$ cat config.mk
export PLATFORM = sky130hd
export DESIGN_NAME = fft_frame_sequencer
export DESIGN_NICKNAME = d
export VERILOG_FILES = /design/src/rtl/fft_frame_sequencer.sv
export SDC_FILE = /design/constraint.sdc
export NUM_CORES = 1
export LEC_CHECK = 0
export CORE_MARGIN = 5
export CORE_UTILIZATION = 45
export DETAILED_ROUTE_END_ITERATION = 6
export DONT_BUFFER_PORTS = 1
export GPL_TIMING_DRIVEN = 0
export HOLD_SLACK_MARGIN = 0.1
export PLACE_DENSITY = 0.61
export SETUP_SLACK_MARGIN = 0.02
export SLEW_MARGIN = 20
export SYNTH_ARGS = -nofsm -noshare
export SYNTH_HDL_FRONTEND = slang
export SYNTH_SLANG_ARGS = --single-unit
$ cat constraint.sdc
create_clock -name clk -period 2.57 [get_ports clk]
set_input_delay 0.771 -clock clk [delete_from_list [all_inputs] [get_ports clk]]
set_output_delay 0.771 -clock clk [all_outputs]
set_load 0.005 [all_outputs]
$ cat src/rtl/fft_frame_sequencer.sv
// Frame sequencer for a 32-point FFT: loads a frame, issues butterflies, drains the pipe.
// Latency: outputs are registered (except bf_en); out_valid follows bf_en by LAT cycles.
// Backpressure: in_valid/in_ready handshake in LOAD; out_ready=0 freezes issue in PROC.
//
// Ports:
//   clk, rst_n            clock and synchronous active-low reset
//   start                 frame request, honoured only in IDLE
//   in_valid / in_ready   load handshake; load_addr is the write address of the accepted sample
//   out_ready             downstream ready; gates bf_en during PROC
//   rd_addr, sel          buffer read address and twiddle group for the current issue
//   bf_en, out_valid      butterfly issue strobe and its LAT-delayed result strobe
//   busy, done            not-idle flag and one-cycle end-of-frame pulse
module fft_frame_sequencer #(
    parameter int N_PTS = 32,
    parameter int LAT   = 3
) (
    input  logic       clk,
    input  logic       rst_n,
    input  logic       start,
    input  logic       in_valid,
    output logic       in_ready,
    output logic [4:0] load_addr,
    input  logic       out_ready,
    output logic [4:0] rd_addr,
    output logic [2:0] sel,
    output logic       bf_en,
    output logic       out_valid,
    output logic       busy,
    output logic       done
);

    typedef enum logic [2:0] {
        IDLE  = 3'd0,
        LOAD  = 3'd1,
        PROC  = 3'd2,
        DRAIN = 3'd3,
        DONE  = 3'd4
    } state_t;

    localparam logic [4:0] LAST_PT    = 5'(N_PTS - 1);
    localparam logic [2:0] LAST_DRAIN = 3'(LAT - 1);

    state_t           state;
    state_t           nxt_state;
    logic [4:0]       lcnt;
    logic [4:0]       nxt_lcnt;
    logic [4:0]       pcnt;
    logic [4:0]       nxt_pcnt;
    logic [2:0]       dcnt;
    logic [2:0]       nxt_dcnt;
    logic [LAT-1:0]   vld_sr;

    // The only output allowed to see an input combinationally.
    assign bf_en     = (state == PROC) && out_ready;
    assign out_valid = vld_sr[LAT-1];

    always_comb begin
        nxt_state = state;
        nxt_lcnt  = lcnt;
        nxt_pcnt  = pcnt;
        nxt_dcnt  = dcnt;
        case (state)
            IDLE: begin
                if (start) begin
                    nxt_state = LOAD;
                    nxt_lcnt  = 5'd0;
                end
            end
            LOAD: begin
                if (in_valid && in_ready) begin
                    if (lcnt == LAST_PT) begin
                        nxt_state = PROC;
                        nxt_lcnt  = 5'd0;
                        nxt_pcnt  = 5'd0;
                    end else begin
                        nxt_lcnt = lcnt + 5'd1;
                    end
                end
            end
            PROC: begin
                if (bf_en) begin
                    if (pcnt == LAST_PT) begin
                        nxt_state = DRAIN;
                        nxt_pcnt  = 5'd0;
                        nxt_dcnt  = 3'd0;
                    end else begin
                        nxt_pcnt = pcnt + 5'd1;
                    end
                end
            end
            DRAIN: begin
                // LAT cycles here so the last issued butterfly reaches out_valid
                // in the final DRAIN cycle.
                if (dcnt == LAST_DRAIN) begin
                    nxt_state = DONE;
                    nxt_dcnt  = 3'd0;
                end else begin
                    nxt_dcnt = dcnt + 3'd1;
                end
            end
            DONE: begin
                nxt_state = IDLE;
            end
            default: begin
                nxt_state = IDLE;
            end
        endcase
    end

    // Outputs are registered from next-state values so they line up with the
    // state they describe, without any combinational path from the inputs.
    always_ff @(posedge clk) begin
        if (!rst_n) begin
            state     <= IDLE;
            lcnt      <= 5'd0;
            pcnt      <= 5'd0;
            dcnt      <= 3'd0;
            vld_sr    <= '0;
            in_ready  <= 1'b0;
            load_addr <= 5'd0;
            rd_addr   <= 5'd0;
            sel       <= 3'd0;
            busy      <= 1'b0;
            done      <= 1'b0;
        end else begin
            state     <= nxt_state;
            lcnt      <= nxt_lcnt;
            pcnt      <= nxt_pcnt;
            dcnt      <= nxt_dcnt;
            in_ready  <= (nxt_state == LOAD);
            load_addr <= (nxt_state == LOAD) ? nxt_lcnt : 5'd0;
            rd_addr   <= (nxt_state == PROC) ? nxt_pcnt : 5'd0;
            sel       <= (nxt_state == PROC) ? nxt_pcnt[4:2] : 3'd0;
            busy      <= (nxt_state != IDLE);
            done      <= (nxt_state == DONE);
            // Free-running shift: stall bubbles appear as out_valid gaps.
            vld_sr[0] <= bf_en;
            for (int i = 1; i < LAT; i++) begin
                vld_sr[i] <= vld_sr[i-1];
            end
        end
    end

endmodule

==> summary.md, run 1 <==
| Metric | Value |
|---|---|
| Status | finished, final reports clean |
| # diodes | 0 |
| Rows | 20 |
| Synth Instances | 148 |
| Synth async-reset ratio | 0% |
| Initial detailed-routing violation count | 37 |
| Post-layout net count | 164 |
| H-tree depth | 2 |
| Synth Area in Compound Gates | 15.71% |
| Max Fanout on Critical Path | 8 |
| Max-capacitance violation count | 0 |
| CTS Root Cell | clkbuf_4 |
| Setup Crit Path Kind | reg2out |
| Synth Area in Simple Gates | 28.62% |
| Share of cells above drive strength 1 | 15.38% |
| Setup repair bufs after CTS | 0 |
| Worst Setup End Kind | output port |
| Critical Path Start Type | flop |
| Core box area | 0.003053 sq mm |
| Hold Crit Class | reg2reg |
| Commonest cells after routing, fill and taps aside | dfxtp_1 (32), nor2_1 (10), and2_1 (9) |
| Clock tree from TritonCTS | done |
| Area delta synth->final | 8.464% |
| Die Footprint | 0.004416 sq mm |
| RePlAce Congestion | 0.8692 |
| Maximum clock frequency | 442.4 MHz |
| CTS buffer count | 5 |
| Top-Level Pins | 23 |
| Leakage | 0.6106 nW |
| Global route overflow | 0 |
| Synth Flop Type | dfxtp_1 |
| Arrival @ worst endpoint | 1.49 ns |
| Multiplexer share of the synthesized area | 2.182% |
| Worst VDD drop | 0.3094 mV |
| Worst-Margin Slew | 0.4492 ns |
| Residual DRC | 0 |
| IO Port Bufs | 0 |
| Gr usage total | 14.17% |
| CP required | 1.80 ns |
| Layout Skew | 0.004471 ns |
| Delay-heaviest family, CP | simple AND/OR/NAND/NOR gates |
| Syn avg cell area | 9.688 sq um |
| Post-Syn Nets | 157 |
| Relative slew slack | 69.85% |
| Final min period | 2.260 ns |
| Post-DP Area | 0.001489 sq mm |
| Distinct cells, synth | 45 |
| Initial antenna violation count | 0 |
| Final hold viol count | 0 |
| Reg clk slew, reported paths | 0.10 ns |
| Worst stage delay on the critical path | 0.46 ns |
| Final setup violating endpoints | 0 |
| Chip height | 66.45 microns |
| Crit path cell chain | nor3b_2 -> nand2_1 -> inv_1 |
| Pre-antenna DRT Iters | 4 |
| Vias | 1086 |
| Main combinational cell family by area after synthesis | simple AND/OR/NAND/NOR gates |
| Max Slew Vio Count | 0 |
| Initial Util | 46.97% |
| Post-synthesis sequential area ratio | 44.68% |
| Dpl hpwl | 2051 microns |
| Synth Cell Area | 0.001434 sq mm |
| Clk buf depth | 2 |
| First-pass GRT wire length | 4726 microns |
| Die width | 66.45 microns |
| Register bit count reported by yosys | 32 |
| XOR/XNOR Fraction of Synth Area | 0.6108% |
| WL/cell | 14.07 microns |
| Post-Synth Adder-Cell Area | 3.490% |
| Final Cell Area | 0.001555 sq mm |
| Routed wire length | 2814 microns |
| Crit path max-delay cell type | dfxtp_1 |
| Setup total negative slack | 0 ns |
| Vias/cell | 5.430 |
| Vias in the first global route | 1025 |
| Most common cell after layout, fill and taps aside | dfxtp_1 |
| Post-synth EDFFs | 0 |
| Largest net degree at the start of global routing | 11 |
| Synth Warn # | 0 |
| Power Density | 538.7 mW/mm^2 |
| Clk Latency, worst-skew pair | 0.33 ns |
| CTS Sinks | 32 |
| WP buf/inv | 1 |
| Final ANT Viol Nets | 0 |
| Final period util | 87.95% |
| RSZ-0062 raised after global routing | no |
-- kinds of logic (layout without fill, tap and decap cells) --
family,count (synthesis),in the layout
fa+ha+maj,4,4
flops,32,32
xor+xnor,1,1
compound gates,29,29
mux,3,3
buf+inv,11,19
simple gates,68,68
-- metal layers --
metal	vias to the layer above	GRT usage, %	share of wire (%)
met2	21	20.07	42
met3	7	5.902	7.4
li1	554	-	-
met4	0	7.614	1.9
met1	504	18.05	49
met5	-	0	0
-- registers in the layout, summed over array words and instances (netlist names) --
register	count
pcnt	5
lcnt	5
done	1
busy	1
state	3
load_addr	5
rd_addr	5
dcnt	3
in_ready	1
vld_sr	3
-- final cells by class --
class	instances	area, sq um
Fill cell	314	1498
Multi-Input combinational cell	105	730.7
Sequential cell	32	640.6
Buffer	8	56.30
Tap cell	44	55.05
Clock buffer	6	51.30
Inverter	3	11.26
Clock inverter	2	10.01
-- synth_stat cells, types with 2 or more instances --
cell type  count  area (sq um)
mux2i_1        2         20.02
nor2_1        10         37.54
nand2_1        7         26.28
nor2b_1        2         12.51
o21ai_0        3         15.01
o211a_1        2         20.02
ha_1           4         50.05
nand3b_1       4         30.03
nand3_1        7         35.03
a21boi_0       4         30.03
dfxtp_1       32         640.6
and2_2         2         15.01
nor3b_1        3         22.52
nor3_1         6         30.03
a21oi_1        4         20.02
clkbuf_1       3         11.26
a22o_1         6         52.55
and2_1         9         56.30
and3_1         5         31.28
buf_4          3         22.52
nor4_1         2         12.51
or2_2          2         12.51
buf_6          2         22.52
inv_1          3         11.26
-- through the flow --
stage                     worst slack, ns  power, mW  util [%]  std cells  hold slack (ns)
after floorplan                    0.5586     0.5428         -        148           0.4119
after global placement             0.4198     0.5523     48.77        192           0.4155
after detailed placement           0.4255     0.5522     48.77        192           0.4179
after CTS                         0.04437     0.8530     50.78        200           0.4422
after global routing               0.1597     0.8810     50.94        200           0.4575
final                              0.3097     0.8378     50.94        200           0.4387
-- final timing paths --
kind | to | cells after the start | slack (ns) | startpoint
worst min register to register | vld_sr[2] | 1 | 0.44 | vld_sr[1]
worst max-delay path | bf_en | 3 | 0.31 | state[1]
worst min-delay path | vld_sr[2] | 1 | 0.44 | vld_sr[1]
worst max register to register | load_addr[3] | 7 | 0.55 | lcnt[0]
-- repair_timing --
| action | 4_1_cts | 5_1_grt |
|---|---|---|
| hold buffers | 0 | 0 |
| endpoints found under the hold margin | 0 | 0 |
| gates resized for setup | 0 | 1 |
| setup endpoints to repair | 0 | 1 |
-- power by group --
group	switching, mW	total [mW]	internal (mW)
Clock	0.167	0.297	0.130
Sequential	0.00465	0.504	0.500
Combinational	0.0217	0.0364	0.0146
Power figures use the tool's default switching activity.
==> inputs of run 2 (changes only) <==
--- a/config.mk
+++ b/config.mk
@@ -5,8 +5,10 @@
 export SDC_FILE = /design/constraint.sdc
 export NUM_CORES = 1
 export LEC_CHECK = 0
+export ABC_CLOCK_PERIOD_IN_PS = 2570
 export CORE_MARGIN = 5
 export CORE_UTILIZATION = 45
+export CTS_CLUSTER_SIZE = 28
 export DETAILED_ROUTE_END_ITERATION = 6
 export DONT_BUFFER_PORTS = 1
 export GPL_TIMING_DRIVEN = 0
==> results of run 2 <==
The final DEF is identical to that of run 1; final timing and power are the same.
